### src/rtl/trinity_uart_pkg.sv
// rtl/trinity_uart_pkg.sv - shared constants, state type and checksum helper for the status UART
package trinity_uart_pkg;

    localparam logic [7:0] SYNC0     = 8'hA5;
    localparam logic [7:0] SYNC1     = 8'h5A;
    localparam int         PKT_BYTES = 8;
    localparam logic [2:0] LAST_BYTE = 3'(PKT_BYTES - 1);

    localparam int STAT_KINGDOM_OK = 0;
    localparam int STAT_HASH_OK    = 1;
    localparam int STAT_RESERVED   = 2;
    localparam int STAT_HEARTBEAT  = 3;

    typedef enum logic [1:0] {
        IDLE,
        START,
        DATA,
        STOP
    } uart_state_t;

    // Packet check byte: XOR of the status byte and the four hashrate bytes.
    function automatic logic [7:0] pkt_checksum(input logic [3:0] status, input logic [31:0] hashrate);
        return {4'h0, status} ^ hashrate[31:24] ^ hashrate[23:16] ^ hashrate[15:8] ^ hashrate[7:0];
    endfunction

endpackage

### src/rtl/trinity_status_uart_tx_if.sv
// rtl/trinity_status_uart_tx_if.sv - status inputs, report request and serial/report outputs
interface trinity_status_uart_tx_if;

    logic [3:0]  status_in;
    logic [31:0] hashrate_in;
    logic        report_req;
    logic        uart_tx;
    logic        report_busy;
    logic        report_done;

    modport master (
        output status_in, hashrate_in, report_req,
        input  uart_tx, report_busy, report_done
    );

    modport slave (
        input  status_in, hashrate_in, report_req,
        output uart_tx, report_busy, report_done
    );

endinterface

### src/rtl/trinity_uart_byte_tx.sv
// rtl/trinity_uart_byte_tx.sv - 8N1 byte serialiser with valid/ready handshake
module trinity_uart_byte_tx
    import trinity_uart_pkg::*;
#(
    parameter int CLKS_PER_BIT = 868
) (
    input  logic       clk,
    input  logic       rst_n,
    input  logic       tx_valid,
    input  logic [7:0] tx_data,
    output logic       tx_ready,
    output logic       tx_line
);

    localparam int            BW        = (CLKS_PER_BIT > 1) ? $clog2(CLKS_PER_BIT) : 1;
    localparam logic [BW-1:0] BAUD_LAST = BW'(CLKS_PER_BIT - 1);

    uart_state_t   state;
    logic [BW-1:0] baud_cnt;
    logic [2:0]    bit_idx;
    logic [7:0]    shreg;
    logic          baud_end;

    assign baud_end = (baud_cnt == BAUD_LAST);
    // Ready in the final stop-bit cycle too, so consecutive bytes abut with no idle gap.
    assign tx_ready = (state == IDLE) || ((state == STOP) && baud_end);

    // Start/data/stop sequencing with a registered line output.
    always_ff @(posedge clk) begin
        if (!rst_n) begin
            state    <= IDLE;
            baud_cnt <= '0;
            bit_idx  <= '0;
            shreg    <= '0;
            tx_line  <= 1'b1;
        end else if (tx_valid && tx_ready) begin
            state    <= START;
            baud_cnt <= '0;
            bit_idx  <= '0;
            shreg    <= tx_data;
            tx_line  <= 1'b0;
        end else begin
            case (state)
                IDLE: begin
                    tx_line <= 1'b1;
                end
                START: begin
                    if (baud_end) begin
                        baud_cnt <= '0;
                        state    <= DATA;
                        tx_line  <= shreg[0];
                    end else begin
                        baud_cnt <= baud_cnt + 1'b1;
                    end
                end
                DATA: begin
                    if (baud_end) begin
                        baud_cnt <= '0;
                        if (bit_idx == 3'd7) begin
                            state   <= STOP;
                            tx_line <= 1'b1;
                        end else begin
                            bit_idx <= bit_idx + 3'd1;
                            tx_line <= shreg[1];
                            shreg   <= shreg >> 1;
                        end
                    end else begin
                        baud_cnt <= baud_cnt + 1'b1;
                    end
                end
                STOP: begin
                    if (baud_end) begin
                        baud_cnt <= '0;
                        state    <= IDLE;
                        tx_line  <= 1'b1;
                    end else begin
                        baud_cnt <= baud_cnt + 1'b1;
                    end
                end
                default: begin
                    state   <= IDLE;
                    tx_line <= 1'b1;
                end
            endcase
        end
    end

endmodule

### src/rtl/trinity_status_uart_tx.sv
// rtl/trinity_status_uart_tx.sv - periodic/on-request status telemetry packets over UART
module trinity_status_uart_tx
    import trinity_uart_pkg::*;
#(
    parameter int CLKS_PER_BIT = 868,
    parameter int PERIOD_CLKS  = 10000000
) (
    input  logic                     clk,
    input  logic                     rst_n,
    trinity_status_uart_tx_if.slave  bus
);

    logic period_tick;

    generate
        if (PERIOD_CLKS > 0) begin : g_period
            localparam int            PW          = (PERIOD_CLKS > 1) ? $clog2(PERIOD_CLKS) : 1;
            localparam logic [PW-1:0] PERIOD_LAST = PW'(PERIOD_CLKS - 1);
            logic [PW-1:0] period_cnt;

            // Free-running report timer; keeps counting while a packet is in flight.
            always_ff @(posedge clk) begin
                if (!rst_n) begin
                    period_cnt <= '0;
                end else if (period_cnt == PERIOD_LAST) begin
                    period_cnt <= '0;
                end else begin
                    period_cnt <= period_cnt + 1'b1;
                end
            end

            assign period_tick = (period_cnt == PERIOD_LAST);
        end else begin : g_no_period
            assign period_tick = 1'b0;
        end
    endgenerate

    logic [7:0] pkt_buf [PKT_BYTES];
    logic [2:0] byte_idx;
    logic [2:0] next_idx;
    logic       pkt_active;
    logic       pending;
    logic       done_q;
    logic       event_in;
    logic       pkt_end;
    logic       start_pkt;
    logic       more_bytes;
    logic       tx_valid;
    logic       tx_ready;
    logic [7:0] tx_data;
    logic       tx_line;

    // Trigger acceptance and next-byte selection; a new packet may start in the last stop cycle.
    always_comb begin
        event_in   = bus.report_req | period_tick;
        pkt_end    = pkt_active & tx_ready & (byte_idx == LAST_BYTE);
        start_pkt  = (event_in | pending) & (~pkt_active | pkt_end);
        more_bytes = pkt_active & (byte_idx != LAST_BYTE);
        next_idx   = byte_idx + 3'd1;
        tx_valid   = more_bytes | start_pkt;
        tx_data    = more_bytes ? pkt_buf[next_idx] : SYNC0;
    end

    // Packet bookkeeping: snapshot on accept, byte index, pending coalescing and done pulse.
    always_ff @(posedge clk) begin
        if (!rst_n) begin
            pkt_active <= 1'b0;
            pending    <= 1'b0;
            done_q     <= 1'b0;
            byte_idx   <= '0;
            for (int i = 0; i < PKT_BYTES; i++) begin
                pkt_buf[i] <= '0;
            end
        end else begin
            done_q <= pkt_end;
            if (start_pkt) begin
                pkt_active <= 1'b1;
                pending    <= 1'b0;
                byte_idx   <= '0;
                pkt_buf[0] <= SYNC0;
                pkt_buf[1] <= SYNC1;
                pkt_buf[2] <= {4'h0, bus.status_in};
                pkt_buf[3] <= bus.hashrate_in[31:24];
                pkt_buf[4] <= bus.hashrate_in[23:16];
                pkt_buf[5] <= bus.hashrate_in[15:8];
                pkt_buf[6] <= bus.hashrate_in[7:0];
                pkt_buf[7] <= pkt_checksum(bus.status_in, bus.hashrate_in);
            end else begin
                if (pkt_end) begin
                    pkt_active <= 1'b0;
                    byte_idx   <= '0;
                end else if (pkt_active && tx_ready) begin
                    byte_idx <= next_idx;
                end
                if (pkt_active && event_in) begin
                    pending <= 1'b1;
                end
            end
        end
    end

    trinity_uart_byte_tx #(
        .CLKS_PER_BIT(CLKS_PER_BIT)
    ) u_byte_tx (
        .clk      (clk),
        .rst_n    (rst_n),
        .tx_valid (tx_valid),
        .tx_data  (tx_data),
        .tx_ready (tx_ready),
        .tx_line  (tx_line)
    );

    assign bus.uart_tx     = tx_line;
    assign bus.report_busy = pkt_active;
    assign bus.report_done = done_q;

endmodule

### src/flat_wrapper.sv
// flat-port wrapper written by rule: the top's interface ports become plain ports
module trinity_status_uart_tx_flat import trinity_uart_pkg::*;
#(
    parameter int CLKS_PER_BIT = 868,
    parameter int PERIOD_CLKS  = 10000000
)
  (clk, rst_n, bus_status_in, bus_hashrate_in, bus_report_req, bus_uart_tx, bus_report_busy, bus_report_done);
  trinity_status_uart_tx_if bus_i ();
  input  logic clk;
  input  logic rst_n;
  input wire logic [$bits(bus_i.status_in)-1:0] bus_status_in;
  input wire logic [$bits(bus_i.hashrate_in)-1:0] bus_hashrate_in;
  input wire logic [$bits(bus_i.report_req)-1:0] bus_report_req;
  output wire logic [$bits(bus_i.uart_tx)-1:0] bus_uart_tx;
  output wire logic [$bits(bus_i.report_busy)-1:0] bus_report_busy;
  output wire logic [$bits(bus_i.report_done)-1:0] bus_report_done;
  assign bus_i.status_in = bus_status_in;
  assign bus_i.hashrate_in = bus_hashrate_in;
  assign bus_i.report_req = bus_report_req;
  assign bus_uart_tx = bus_i.uart_tx;
  assign bus_report_busy = bus_i.report_busy;
  assign bus_report_done = bus_i.report_done;
  trinity_status_uart_tx #(.CLKS_PER_BIT(CLKS_PER_BIT), .PERIOD_CLKS(PERIOD_CLKS)) u_core (.clk(clk), .rst_n(rst_n), .bus(bus_i));
endmodule
### config.mk
export PLATFORM = sky130hd
export DESIGN_NAME = trinity_status_uart_tx_flat
export DESIGN_NICKNAME = d
export VERILOG_FILES = /design/src/rtl/trinity_uart_pkg.sv /design/src/rtl/trinity_status_uart_tx_if.sv /design/src/rtl/trinity_uart_byte_tx.sv /design/src/rtl/trinity_status_uart_tx.sv /design/src/flat_wrapper.sv
export SDC_FILE = /design/constraint.sdc
export NUM_CORES = 1
export LEC_CHECK = 0
export BUFFER_PORTS_ARGS = -buffer_cell sky130_fd_sc_hd__buf_4
export CAP_MARGIN = 0
export CORE_UTILIZATION = 45
export DETAILED_ROUTE_END_ITERATION = 8
export HOLD_SLACK_MARGIN = 0.02
export PLACE_DENSITY = 0.65
export SYNTH_ARGS = -nofsm -noshare
export SYNTH_HDL_FRONTEND = slang
export SYNTH_SLANG_ARGS = --single-unit
export TNS_END_PERCENT = 10
### constraint.sdc
create_clock -name clk -period 15.5 [get_ports clk]
set_input_delay 0.775 -clock clk [delete_from_list [all_inputs] [get_ports clk]]
set_output_delay 0.775 -clock clk [all_outputs]
set_load 0.02 [all_outputs]
==> results.sh <==
export IMPL_critPathLaunchType="flip-flop"
export IMPL_dr_pass1_iters=4
export IMPL_clock_skew_ns=0.0116
export IMPL_initial_core_util_pct=46.0
export IMPL_maxCapViolCount=0
export IMPL_crit_slowest_cell="dfxtp_1"
export IMPL_async_reset_ff_share_pct=0
export IMPL_num_fill_cells=993
export IMPL_finalSetupTns_ns=0
export IMPL_crit_arrival_ns=3.33
export IMPL_synth_edf_count=44
export IMPL_yosysTopAreaCellShare_pct=26.5
export IMPL_ys_ff_latch=99
export IMPL_avgSynthCellArea_um2=10.7
export IMPL_clk_pin_slew_worst_paths_ns=0.10
export IMPL_post_cts_buffers=0
export IMPL_setup_viol_count_final=0
export IMPL_clock_root_buffer="clkbuf_8"
export IMPL_min_period_ns=3.02
export IMPL_synth_common_cells="nor2_1 (56), dfxtp_1 (55), edfxtp_1 (44)"
export IMPL_syn_num_nets=516
export IMPL_cts_made_buffers=9
export IMPL_fmax_mhz=331
export IMPL_antenna_diode_count=0
export IMPL_dp_slack_ns=12.46
export IMPL_hp_class="reg2reg"
export IMPL_chipWidth_um=107
export IMPL_path_cells="ha_1 > and2b_1 > a21oi_1 > mux4_2 > or3_1 > a21oi_1"
export IMPL_yosys_warnings=0
export IMPL_drive_gt1_share_pct=21.7
export IMPL_setup_ws_ns=12.48
export IMPL_synth_ff_type="dfxtp_1"
export IMPL_crit_type="reg2reg"
export IMPL_synth_area_um2=4990
export IMPL_grt_start_max_net_pins=48
export IMPL_slowest_delay_ns=0.87
export IMPL_crit_family="flip-flops"
export IMPL_cts_resized=0
export IMPL_drc=0
export IMPL_ios=42
export IMPL_drv_slew=0
export IMPL_relSlewSlack_pct=39.8
export IMPL_clock_path_buffers=2
export IMPL_die_area_um2=11500
export IMPL_die_h_um=107
export IMPL_irDropWorstVdd_v=0.0000715
export IMPL_place_gp_congestion=0.818
export IMPL_end_kind="flip-flop"
export IMPL_htreeDepth=3
export IMPL_core_area_um2=10800
export IMPL_clock_latency_ns=0.38
export IMPL_synth_area_top_cells="edfxtp_1 (26%), dfxtp_1 (22%), xnor2_1 (6.7%)"
export IMPL_clock_sinks=99
export IMPL_antenna_found_initial=0
export IMPL_yosysMostFrequentCell="nor2_1"
export IMPL_syn_instance_count=467
export IMPL_rsz0062_at_grt="false"
export IMPL_placementRows=38
export IMPL_critical_path_max_fanout=21
export IMPL_grt_pass1_wl_um=16500
export IMPL_post_route_period_util_pct=19.5
export IMPL_crit_required_ns=15.81
export IMPL_leakage_uw=0.00210
export IMPL_grt_use_total_pct=18.9
export IMPL_status="completed"
export IMPL_grt_pass1_vias=3388
export IMPL_ys_types=55
export IMPL_nets=550
export IMPL_viasPerCell=5.29
export IMPL_cts_tree="done"
export IMPL_port_buffers=41
export IMPL_routedWlPerCell_um=15.3
export IMPL_drt_iter0_drc=206
export IMPL_post_synth_top_area_cell="edfxtp_1"
export IMPL_syn_to_final_growth_pct=12.3
export IMPL_dpl_hpwl_um=6960
export IMPL_critPathBufInv=0
export IMPL_hold_violations=0
export IMPL_vias=3417
export IMPL_p_per_area_nw_per_um2=101
export IMPL_wirelength_um=9860
export IMPL_grt_ovfl_total=0
export IMPL_ant_nets=0
export IMPL_path_common_cell="a21oi_1"
export IMPL_ys_seq_area_share_pct=48.6
export IMPL_hold_buffers=0
export IMPL_tightest_slew_ns=0.891
==> worst reg2reg max path: stages (launching register included) <==
cell and delay, ns:
dfxtp_1 0.87, ha_1 0.65, and2b_1 0.44, a21oi_1 0.07
mux4_2 0.48, or3_1 0.31, a21oi_1 0.12
==> state kept, by name (all words and copies together) (netlist names) <==
| register | flops |
|---|---|
| u_core.pkt_buf | 45 |
| u_core.u_byte_tx.state | 2 |
| u_core.bus.report_busy | 1 |
| u_core.u_byte_tx.tx_line | 1 |
| u_core.byte_idx | 3 |
| u_core.pending | 1 |
| u_core.g_period.period_cnt | 24 |
| u_core.u_byte_tx.shreg | 8 |
| u_core.bus.report_done | 1 |
| u_core.u_byte_tx.bit_idx | 3 |
| u_core.u_byte_tx.baud_cnt | 10 |
==> logic make-up (layout without fill, tap and decap cells) <==
group	count (synthesis)	count (layout)	synth area share (%)
XOR/XNOR	60	60	10.5
buffers and inverters	28	67	2.71
multiplexers	21	21	6.35
AO/OA/AOI/OAI	50	50	7.30
flip-flops	99	99	48.6
adder cells (fa/ha/maj)	10	10	2.51
AND/OR/NAND/NOR	199	199	22.0
==> layer usage <==
layer	track usage (%)	vias to the layer above	routed length, um
li1	-	1714	-
met1	23.7	1619	4490
met2	30.8	71	4830
met3	5.57	13	394
met4	6.75	0	146
met5	0	-	0
==> where the power goes <==
part	switching, uW	internal, uW
Clock	92.1	81.2
Combinational	48.4	41.7
Sequential	10.6	292
==> cells in the final DEF (no fill, tap or decap), drive strengths merged, types with 9 or more instances in the layout <==
master,instances
xor2,22
nand4,10
nor2,56
and2,41
buf,42
nor3,13
clkbuf,11
o21ai,9
ha,10
nand3,13
inv,10
a21oi,16
dfxtp,55
xnor2,38
edfxtp,44
nand2,30
and3,9
==> layout make-up <==
class / instances / area, um^2 / area share, %
clock buffers: 11 / 163 / 2.91
clock inverters: 5 / 48.8 / 0.872
flip-flops and latches: 99 / 2420 / 43.3
multi-input cells: 340 / 2440 / 43.6
repair buffers: 42 / 315 / 5.63
well taps: 140 / 175 / 3.13
inverters: 9 / 33.8 / 0.603
==> stage by stage <==
step,utilization (%),instance area (um^2),std cells,hold WS [ns],power [uW]
2_1_floorplan,-,4990,467,0.436,372
3_3_place_gp,49.7,5390,630,0.445,396
3_5_place_dp,49.7,5390,630,0.460,399
4_1_cts,51.6,5600,646,0.474,574
5_1_grt,51.6,5600,646,0.485,593
6_report,51.6,5600,646,0.468,566
==> path summary, 6_finish.rpt <==
check | endpoint | cells after the start | start | slack (ns)
setup / recovery | u_core.u_byte_tx.shreg[1] | 6 | u_core.byte_idx[0] | 12.48
hold / removal | u_core.byte_idx[1] | 2 | u_core.byte_idx[1] | 0.47
setup reg to reg | u_core.u_byte_tx.shreg[1] | 6 | u_core.byte_idx[0] | 12.48
hold reg to reg | u_core.byte_idx[1] | 2 | u_core.byte_idx[1] | 0.47
Note: power is estimated with default switching activity, not from simulation.
